`config.mk`:
```
export PLATFORM = sky130hd
export DESIGN_NAME = gate_array_bist
export DESIGN_NICKNAME = d
export VERILOG_FILES = /design/src/rtl/gate_array_bist.sv
export SDC_FILE = /design/constraint.sdc
export NUM_CORES = 1
export LEC_CHECK = 0
export ABC_CLOCK_PERIOD_IN_PS = 4900
export BUFFER_PORTS_ARGS = -buffer_cell sky130_fd_sc_hd__buf_2
export CAP_MARGIN = 5
export CORE_ASPECT_RATIO = 0.8
export CORE_MARGIN = 5
export CORE_UTILIZATION = 40
export DETAILED_ROUTE_END_ITERATION = 10
export GPL_TIMING_DRIVEN = 0
export PLACE_DENSITY_LB_ADDON = 0.3
export SLEW_MARGIN = 30
export SYNTH_ARGS = -nofsm -noshare
export SYNTH_HDL_FRONTEND = slang
export SYNTH_SLANG_ARGS = --single-unit
export TNS_END_PERCENT = 1
```
`constraint.sdc`:
```
create_clock -name clk -period 4.9 [get_ports clk]
set_input_delay 0.735 -clock clk [delete_from_list [all_inputs] [get_ports clk]]
set_output_delay 0.735 -clock clk [all_outputs]
set_load 0.01 [all_outputs]
```
`src/rtl/gate_array_bist.sv`:
```
// Gate array with a built-in exhaustive self-test. Each channel applies op to K
// inputs; the BIST sweeps every channel through all 2^K patterns against a golden model.

module gate_lane #(
    parameter int K = 2
) (
    input  logic [1:0]   op,
    input  logic [K-1:0] in,
    input  logic         inv,
    output logic         out
);
    logic r;

    always_comb begin
        r = 1'b0;
        unique case (op)
            2'b00: r = &in;
            2'b01: r = ~&in;
            2'b10: r = |in;
            2'b11: r = ~|in;
            default: r = 1'b0;
        endcase
        out = r ^ inv;
    end
endmodule

module gate_array_bist #(
    parameter int CH = 4,
    parameter int K  = 2
) (
    input  logic            clk,
    input  logic            rst,
    input  logic [1:0]      op,
    input  logic [CH*K-1:0] a,
    input  logic [CH-1:0]   fault_inj,
    input  logic            start,
    output logic [CH-1:0]   y,
    output logic            busy,
    output logic            done,
    output logic [15:0]     test_count,
    output logic [15:0]     error_count
);
    localparam int CW = (CH > 1) ? $clog2(CH) : 1;

    localparam logic [1:0] S_IDLE  = 2'd0;
    localparam logic [1:0] S_APPLY = 2'd1;
    localparam logic [1:0] S_CHECK = 2'd2;
    localparam logic [1:0] S_DONE  = 2'd3;

    logic [1:0]             state;
    logic [1:0]             op_q;
    logic [CW-1:0]          ch;
    logic [K-1:0]           pat;
    logic [CH-1:0][K-1:0]   a_v;
    logic [CH-1:0][K-1:0]   core_in;
    logic [CH-1:0]          core_y;
    logic [1:0]             core_op;
    logic                   applying;
    logic                   golden;
    logic                   mismatch;
    logic                   last_pat;
    logic                   last_ch;

    assign a_v      = a;
    assign applying = (state == S_APPLY);
    assign core_op  = applying ? op_q : op;
    assign busy     = (state == S_APPLY) || (state == S_CHECK);

    // During APPLY only the channel under test sees the pattern; the rest idle at 0.
    for (genvar c = 0; c < CH; c++) begin : g_lane
        assign core_in[c] = applying ? ((ch == CW'(c)) ? pat : '0) : a_v[c];
        gate_lane #(.K(K)) u_lane (
            .op  (core_op),
            .in  (core_in[c]),
            .inv (fault_inj[c]),
            .out (core_y[c])
        );
    end

    // Golden reference built from pattern comparisons, not from the lane gates.
    always_comb begin
        golden = 1'b0;
        unique case (op_q)
            2'b00: golden = (pat == {K{1'b1}});
            2'b01: golden = (pat != {K{1'b1}});
            2'b10: golden = (pat != '0);
            2'b11: golden = (pat == '0);
            default: golden = 1'b0;
        endcase
    end

    assign mismatch = (y[ch] != golden);
    assign last_pat = (pat == {K{1'b1}});
    assign last_ch  = (ch == CW'(CH - 1));

    always_ff @(posedge clk or posedge rst) begin
        if (rst) begin
            state       <= S_IDLE;
            y           <= '0;
            done        <= 1'b0;
            test_count  <= '0;
            error_count <= '0;
            ch          <= '0;
            pat         <= '0;
            op_q        <= 2'b00;
        end else begin
            unique case (state)
                S_IDLE, S_DONE: begin
                    y <= core_y;
                    if (start) begin
                        state       <= S_APPLY;
                        op_q        <= op;
                        ch          <= '0;
                        pat         <= '0;
                        test_count  <= '0;
                        error_count <= '0;
                        done        <= 1'b0;
                    end else if (state == S_DONE) begin
                        state <= S_IDLE;
                    end
                end
                S_APPLY: begin
                    y     <= core_y;
                    state <= S_CHECK;
                end
                S_CHECK: begin
                    if (test_count != 16'hFFFF)
                        test_count <= test_count + 16'd1;
                    if (mismatch && error_count != 16'hFFFF)
                        error_count <= error_count + 16'd1;
                    if (!last_pat) begin
                        pat   <= pat + 1'b1;
                        state <= S_APPLY;
                    end else if (!last_ch) begin
                        pat   <= '0;
                        ch    <= ch + 1'b1;
                        state <= S_APPLY;
                    end else begin
                        state <= S_DONE;
                        done  <= 1'b1;
                    end
                end
                default: state <= S_IDLE;
            endcase
        end
    end
endmodule

```
==> impl_metrics.json, run 1 <==
{
  "yosys-top-cells-area": "dfrtp_1 39%, ha_1 5.7%, xnor2_1 4.3%",
  "start_kind": "flip-flop",
  "row_count": 27,
  "grt_max_degree": 24,
  "r2r-end": "error_count[15]",
  "die_area_um2": 8930,
  "diodes": 0,
  "worst_slew_pin_slew_ps": 686,
  "grt_pass1_vias": 2531,
  "drtIter0Drc": 178,
  "fp.dieH_um": 85.6,
  "cts-root-buf": "clkbuf_8",
  "cts-htree-levels": 2,
  "synth_top_family_by_area": "simple AND/OR/NAND/NOR gates",
  "grt.overflow.total": 0,
  "synth_top_cells_by_count": "45 x dfrtp_1, 29 x nand2_1, 24 x nor2_1",
  "critical-path-max-stage-delay_ps": 570,
  "place_congestion": 0.831,
  "p_leak_nw": 1.47,
  "syn_to_final_growth_pct": 17.3,
  "grt_setup_unrepaired": "false",
  "cts_resized": 0,
  "min_period_over_period_pct": 54.9,
  "hold_path_class": "input pin to async pin",
  "path_cells": "inv_1 > ha_1 > buf_2 > mux2_2 > nand3_1 > or4_1 > or3_1 > a21oi_1",
  "rr_worst_depth": 8,
  "synth_nets": 336,
  "worstPathArrival_ps": 2910,
  "yosysMostFrequentCell": "dfrtp_1",
  "status": "complete, no violations",
  "netlist.area_leader.share_pct": 39.5,
  "fin_total_pwr_mw": 1.50,
  "ys.flop_type": "dfrtp_1",
  "r2r-start": "state[0]",
  "post_cts_buffers": 0,
  "ir_worst_vdd_uv": 181,
  "cts.sink_count": 45,
  "setup_viol": 0,
  "clk_pin_slew_ps": 100,
  "vias_per_cell": 5.62,
  "antenna_found_initial": 0,
  "final_hold_viol_count": 0,
  "insertion_delay_ps": 310,
  "ys_ff_latch": 45,
  "relSlewSlack_pct": 53.9,
  "drt_pass1_iterations": 5,
  "slew_violations": 0,
  "path_max_fanout": 10,
  "synth_area_per_cell_um2": 9.33,
  "nets": 398,
  "wl_per_cell_um": 16.0,
  "final.setup_skew_ps": 14.1,
  "clock_path_buffers": 2,
  "cp_slowest_cell": "or4_1",
  "vias": 2562,
  "postRouteAntennaNets": 0,
  "reg2reg_slack_ps": 2210,
  "io_buffers": 54,
  "finalWorstSetupSlack_ps": 2210,
  "cts_hold_buf": 0,
  "crit_type": "flip-flop to flip-flop",
  "cts_tree": "yes",
  "grt_pass1_wl_um": 12400,
  "synthAdderAreaFrac_pct": 7.10,
  "track_usage_pct": 16.5,
  "yosysWarnings": 0,
  "syn-instance-count": 306,
  "fp.dieW_um": 104,
  "ios": 55,
  "syn_area_um2": 2850,
  "synth_edf_count": 0,
  "setup_tns_ps": 0,
  "yosysSeqAreaShare_pct": 39.5,
  "maxCapViolations": 0,
  "drc_errors": 0,
  "routed_wl_um": 7310,
  "cp.required_ps": 5120,
  "synthMuxAreaShare_pct": 6.05,
  "drive_gt1_share_pct": 20.9,
  "numCtsBuffers": 5,
  "start_util_pct": 41.2,
  "synth-simple-area-share_pct": 21.9,
  "dpl_worst_slack_ps": 2240,
  "dp_hpwl_um": 5550,
  "async_flop_share_pct": 100,
  "core_um2": 6930,
  "synth_largest_area_cell": "dfrtp_1",
  "fmax_mhz": 372,
  "fin_crit_ps": 2690,
  "powerDensity_nw_per_um2": 448,
  "synth_xor_area_share_pct": 6.84,
  "synth_compound_gate_area_share_pct": 15.5,
  "end_kind": "flip-flop",
  "final_util_pct": 48.3,
  "synthDistinctLibCells": 47
}
==> sequential cells by signal, indices dropped and copies added, names as in the netlist <==
signal / flops
state: 2
error_count: 16
test_count: 16
pat: 2
done: 1
op_q: 2
y: 4
ch: 2
==> kinds of logic (layout without fill, tap and decap cells) <==
logic type,count (synthesis),count (layout)
xor+xnor,19,19
simple gates,121,121
flops,45,45
buf+inv,22,85
mux,15,15
fa+ha+maj,17,17
compound gates,67,67
==> layout make-up <==
type | instances | area (µm²)
timing repair buffer | 55 | 298
multi-input combinational | 239 | 1640
clock inverter | 2 | 15.0
fill | 669 | 3580
tap | 87 | 109
inverter | 10 | 37.5
buffer | 12 | 53.8
clock buffer | 6 | 72.6
sequential | 45 | 1130
==> layout by cell type, fill, tap and decap left out, drive strengths merged, types with 2 or more instances in the layout <==
cell type	instances
a211o	2
a211oi	4
a21oi	16
a31o	2
a31oi	10
and3	3
and4	3
buf	58
clkbuf	15
clkinvlp	2
dfrtp	45
ha	13
inv	10
maj3	4
mux2	8
mux2i	6
nand2	29
nand2b	6
nand3	12
nand4	7
nor2	24
nor2b	8
nor3	8
nor4	5
o2111ai	2
o211ai	3
o21ai	12
o31ai	6
o32ai	2
or3	7
or4	7
xnor2	14
xor2	3
==> worst max-delay path, delay by kind of cell, from the launching register on <==
kind | cells | cell delay (ps)
AO/OA/AOI/OAI | 1 | 150
adder cells (fa/ha/maj) | 1 | 290
flip-flops | 1 | 410
AND/OR/NAND/NOR | 3 | 1140
buffers and inverters | 2 | 260
multiplexers | 1 | 360
==> where the power goes <==
group          switching [mW]  internal [mW]
registers              0.0506          0.421
clock network           0.137          0.101
logic                   0.479          0.312
==> stage by stage <==
stage,cells,hold WS [ps],area [µm²]
floorplan,306,519,2850
global placement,447,518,3230
detailed placement,448,525,3260
CTS,456,472,3350
global route,456,504,3350
finish,456,458,3350
==> worst max-delay path by stage <==
stage              from         endpoint  slack, ps
2_1_floorplan  state[0]  error_count[15]       2540
3_3_place_gp   state[0]  error_count[15]       2290
3_5_place_dp   state[0]  error_count[15]       2240
4_1_cts        state[0]  error_count[15]       2210
5_1_grt        state[0]  error_count[11]       2050
6_report       state[0]  error_count[15]       2210
==> routing by layer <==
metal  part of all wire [%]  wire length (µm)  global-route usage (%)  vias up
met5                      0                 0                       0        -
met4                   0.99                72                    4.35        0
met3                    5.9               434                    3.76        9
met2                     44              3240                    24.7       90
met1                     49              3560                    24.2     1214
li1                       -                 -                       -     1249
(Power assumes the default switching activity.)
==> run 2: changes to the inputs <==
Settings changed: ABC_CLOCK_PERIOD_IN_PS 4900 to 2400.
Clock period 4.9 ns to 2.4 ns, I/O delays scaled along.
==> run 2 against run 1 <==
Effect of this change: the run now ends with negative setup slack left; via count shrank 0.12%; hold slack got worse by 370 ps; first-iteration DRC count is 5.6% higher; core utilization rose by 0.76 points; cell area increased by 1.6%; sequential share of layout area decreased by 0.48 points; clock power is 100% higher; critical path depth shrank 1; sequential cell count is the same; die area is the same; fmax up 12%; clock skew is 1.2 ps lower.
==> impl_metrics.json, run 2 (same netlist as run 1, synthesis figures left out) <==
{
  "grt_util_met3_pct": 3.91,
  "layout_common_cells": "55 x buf_2, 44 x dfrtp_1, 29 x nand2_1, 24 x nor2_1, 15 x a21oi_1",
  "reg_top3": "error_count (16), test_count (16), y (4)",
  "dp.cells": 448,
  "fmax_mhz": 417,
  "grt_pass1_wl_um": 12500,
  "final_util_pct": 49.1,
  "ir_worst_vdd_uv": 383,
  "multiInputGateArea_um2": 1680,
  "final_hold_viol_count": 0,
  "rr_worst_depth": 7,
  "status": "finished with violations",
  "pwr-share-clk_pct": 15.5,
  "drc_errors": 0,
  "cts.sink_count": 45,
  "antenna_found_initial": 0,
  "final.setup_skew_ps": 12.9,
  "fill_cells": 668,
  "slew_violations": 0,
  "row_count": 27,
  "insertion_delay_ps": 310,
  "grt_pass1_vias": 2545,
  "swShare_pct": 44.5,
  "crit_start": "state[1]",
  "core_um2": 6930,
  "r2r-start": "state[1]",
  "relSlewSlack_pct": 57.6,
  "cts-htree-levels": 2,
  "hold_path_class": "input pin to async pin",
  "cp.required_ps": 2620,
  "vias_per_cell": 5.60,
  "drt_pass1_iterations": 4,
  "grt.met2_usage_pct": 24.9,
  "cts_tree": "yes",
  "sequentialPowerShare_pct": 30.8,
  "fp.dieW_um": 104,
  "grt_setup_unrepaired": "true",
  "cp_slowest_cell": "or4_1",
  "power.net_switching_mw": 1.39,
  "start_kind": "flip-flop",
  "p_int_mw": 1.73,
  "dp_hpwl_um": 5550,
  "p_leak_nw": 1.48,
  "syn_to_final_growth_pct": 19.2,
  "vias": 2559,
  "maxCapViolations": 0,
  "register_area_um2": 1130,
  "place_congestion": 0.831,
  "gr-max-usage-layer": "met2",
  "drive_gt1_share_pct": 24.1,
  "cts-root-buf": "clkbuf_8",
  "final_cells": 457,
  "violations": "negative setup slack",
  "clock_path_buffers": 2,
  "postRouteAntennaNets": 0,
  "min_period_over_period_pct": 100,
  "path_max_fanout": 10,
  "fp.dieH_um": 85.6,
  "finalWorstSetupSlack_ps": -0.363,
  "setup_viol": 1,
  "grt.overflow.total": 0,
  "start_util_pct": 41.2,
  "critical-path-max-stage-delay_ps": 530,
  "track_usage_pct": 16.6,
  "pwr-share-comb_pct": 53.7,
  "numCtsBuffers": 5,
  "fin_crit_ps": 2400,
  "worstPathArrival_ps": 2620,
  "drtIter0Drc": 188,
  "diodes": 0,
  "powerDensity_nw_per_um2": 918,
  "path_cells": "ha_1 > buf_2 > mux2_4 > nand3_4 > or4_1 > or3_1 > a21oi_1",
  "io_buffers": 54,
  "routed_wl_um": 7450,
  "fin_hold_ws_ps": 87.2,
  "clk_pin_slew_ps": 100,
  "final_common_cell": "buf_2",
  "wl_per_cell_um": 16.3,
  "worst_slew_pin_slew_ps": 631,
  "cts_hold_buf": 0,
  "nets": 399,
  "ios": 55,
  "end_kind": "flip-flop",
  "die_area_um2": 8930,
  "crit_type": "flip-flop to flip-flop",
  "grt_max_degree": 24,
  "globalRouteMet1Util_pct": 24.2
}
[run 2: final timing paths]
| kind | slack [ps] | endpoint |
|---|---|---|
| max | -0.4 | error_count[15] |
| min | 90 | error_count[10] |
| max reg2reg | -0.4 | error_count[15] |
| min reg2reg | 540 | y[1] |
| max in group asynchronous | 1820 | test_count[15] |
| min in group clk | 310 | op_q[0] |
[run 2: metrics by stage]
stage          power [mW]  setup slack, ps  setup TNS, ps  area [µm²]
2_1_floorplan        2.12             42.4              0        2850
3_3_place_gp         2.55             -211           -730        3230
3_5_place_dp         2.60             -256           -920        3260
4_1_cts              3.12             1.44              0        3370
5_1_grt              3.32             -121           -523        3400
6_report             3.12           -0.363         -0.363        3400
[run 2: what timing repair did]
item                                    CTS  global route
setup buffers                             1             0
gates cloned                              0             0
endpoints found under the setup margin   10            20
pin swaps                                 0             1
resized for setup                         4            11
[run 2: power by group through the flow]
stage,combinational [mW],sequential [mW],clock [mW]
after floorplan,1.15,0.977,0
after global placement,1.57,0.972,0
after detailed placement,1.62,0.980,0
after CTS,1.66,0.959,0.500
after global routing,1.82,0.977,0.521
final,1.68,0.960,0.484
[run 2: critical path: cells and delay by family, from the launching register on]
kind,cells,cell delay (ps)
simple gates,3,970
fa+ha+maj,1,280
compound gates,1,150
flops,1,440
buf+inv,1,170
mux,1,300
[run 2: metal layers]
layer	wire [µm]	vias up
li1	-	1254
met1	3560	1214
met2	3350	82
met3	456	9
met4	83	0
met5	0	-
[run 2: layout make-up]
class                   instances  share of cell area (%)
repair buffers                 56                    8.98
multi-input cells             239                    49.3
plain buffers                  12                    1.66
clock inverters                 2                   0.442
well taps                      87                    3.20
inverters                      10                    1.10
flip-flops and latches         45                    33.1
clock buffers                   6                    2.13
==> run 3: changes to the inputs <==
Settings changed: CELL_PAD_IN_SITES_DETAIL_PLACEMENT set to 1, CELL_PAD_IN_SITES_GLOBAL_PLACEMENT set to 2, CORE_UTILIZATION 40 to 31.
==> run 3 against run 2 <==
Effect of this change: the run still ends with negative setup slack left; die area up 26%; sequential cell count unchanged; global-route usage down 0.45 points; wire length increased by 18%; clock-buffer cell count is 1 lower; final cell count increased by 6.1%; fmax fell by 2.0%; first-iteration DRC count shrank 40%; sequential power up 1%; non-clock buffer count unchanged; power rose by 11%.
==> impl_metrics.json, run 3 (same netlist as run 1, synthesis figures left out) <==
{
  "hold_path_class": "input pin to async pin",
  "cp.required_ps": 2570,
  "final_common_cell": "buf_2",
  "core_um2": 9040,
  "end_kind": "flip-flop",
  "place_congestion": 0.773,
  "crit_path_end": "error_count[12]",
  "drtIter0Drc": 113,
  "antenna_found_initial": 0,
  "layout_common_cells": "54 x buf_2, 44 x dfrtp_1, 29 x nand2_1, 24 x nor2_1, 15 x a21oi_1",
  "globalRouteMet1Util_pct": 23.7,
  "grt_pass1_vias": 2725,
  "cts_tree": "yes",
  "powerDensity_nw_per_um2": 988,
  "dp_hpwl_um": 6430,
  "cts_hold_buf": 0,
  "register_area_um2": 1130,
  "slew_violations": 0,
  "cts-htree-levels": 2,
  "gr-max-usage-layer": "met2",
  "stdcell_area_um2": 3500,
  "clock_path_buffers": 2,
  "r2r-start": "state[0]",
  "cts.sink_count": 45,
  "fin_crit_ps": 2450,
  "ir_worst_vdd_uv": 443,
  "fin_hold_ws_ps": 140,
  "fp.dieW_um": 117,
  "nets": 399,
  "ios": 55,
  "vias_per_cell": 5.39,
  "r2r-end": "error_count[12]",
  "min_period_over_period_pct": 102,
  "postRouteAntennaNets": 0,
  "reg2reg_slack_ps": -50,
  "reg_top3": "error_count (16), test_count (16), y (4)",
  "maxCapViolations": 0,
  "routed_wl_um": 8780,
  "p_leak_nw": 1.52,
  "post_dp_cell_area_um2": 3270,
  "grt_max_degree": 46,
  "vias": 2613,
  "fmax_mhz": 408,
  "fp.dieH_um": 95.8,
  "insertion_delay_ps": 290,
  "worst_slew_pin_slew_ps": 800,
  "worstPathArrival_ps": 2620,
  "final.setup_skew_ps": 6.75,
  "die_area_um2": 11200,
  "start_util_pct": 31.6,
  "track_usage_pct": 16.2,
  "fill_cells": 1056,
  "final_hold_viol_count": 0,
  "rr_worst_depth": 7,
  "status": "finished with violations",
  "finalWorstSetupSlack_ps": -48.8,
  "crit_start": "state[0]",
  "crit_type": "flip-flop to flip-flop",
  "grt_pass1_wl_um": 14300,
  "drive_gt1_share_pct": 25.7,
  "grt_util_met3_pct": 2.58,
  "multiInputGateArea_um2": 1690,
  "cts-root-buf": "clkbuf_16",
  "row_count": 31,
  "numCtsBuffers": 5,
  "clk_pin_slew_ps": 70,
  "violations": "negative setup slack",
  "grt_setup_unrepaired": "true",
  "syn_to_final_growth_pct": 22.6,
  "start_kind": "flip-flop",
  "path_max_fanout": 7,
  "setup_viol": 1,
  "wl_per_cell_um": 18.1,
  "grt.met2_usage_pct": 25.8,
  "diodes": 0,
  "relSlewSlack_pct": 46.3,
  "grt.overflow.total": 0,
  "drt_pass1_iterations": 4,
  "drc_errors": 0,
  "io_buffers": 54
}
## run 3: cell types whose count changed in the layout (fill, tap and decap cells not counted), moves of 2 or more
cell        before  now
clkbuf_1         8    6
clkinv_4         0    2
buf_4            1    3
clkbuf_8         5    0
clkbuf_16        0    5
clkbuf_2         2    4
clkinvlp_4       2    0
## run 3: report_power, final
part           switching (mW)  leakage, nW  internal, mW
registers               0.112        0.608         0.861
clock network           0.320       0.0738         0.389
logic                    1.08        0.839         0.695
total                    1.51         1.52          1.94
## run 3: cell type report
cell class              instances  share of cell area [%]
flip-flops and latches         45                    32.2
multi-input cells             239                    48.4
inverters                      10                    1.14
repair buffers                 56                    8.15
clock buffers                   5                    3.58
well taps                     115                    4.11
plain buffers                  12                    1.75
clock inverters                 3                   0.644
## run 3: metal layers
metal	part of all wire [%]	up-vias
met5	0	-
met4	0.28	0
met3	4.1	2
met2	45	53
met1	50	1308
li1	-	1250
## run 3: how the worst min path moves through the flow
stage | start | to | slack, ps | cells past startpoint
after floorplan | start | state[1] | 470 | 1
after global routing | rst | y[1] | 210 | 2
after detailed placement | rst | test_count[14] | 480 | 2
final | rst | y[0] | 140 | 2
after CTS | rst | test_count[14] | 170 | 2
after global placement | y[0] | y[0] | 520 | 1
## run 3: critical path, cell delays in order (launching register included)
cell and delay [ps]:
dfrtp_1 410, inv_2 70, ha_1 290, buf_4 170, mux2i_1 200, or4_1 640, or4_1 420, o211a_1 130
## run 3: metrics by stage
stage	total power, mW	setup TNS, ps	setup slack [ps]	cells	utilization, %
2_1_floorplan	2.12	0	42.4	306	-
5_1_grt	3.69	-1070	-149	485	38.7
6_report	3.45	-48.8	-48.8	485	38.7
3_5_place_dp	2.68	-1750	-324	475	36.2
3_3_place_gp	2.63	-1280	-298	475	36.2
4_1_cts	3.46	-261	-83.6	485	38.4
## run 3: repair_timing
item | CTS | global route
pin swaps | 0 | 2
setup endpoints to repair | 19 | 27
resized for setup | 11 | 10
buffers inserted | 2 | 0
cloned | 0 | 0
endpoints found under the hold margin | 0 | 0
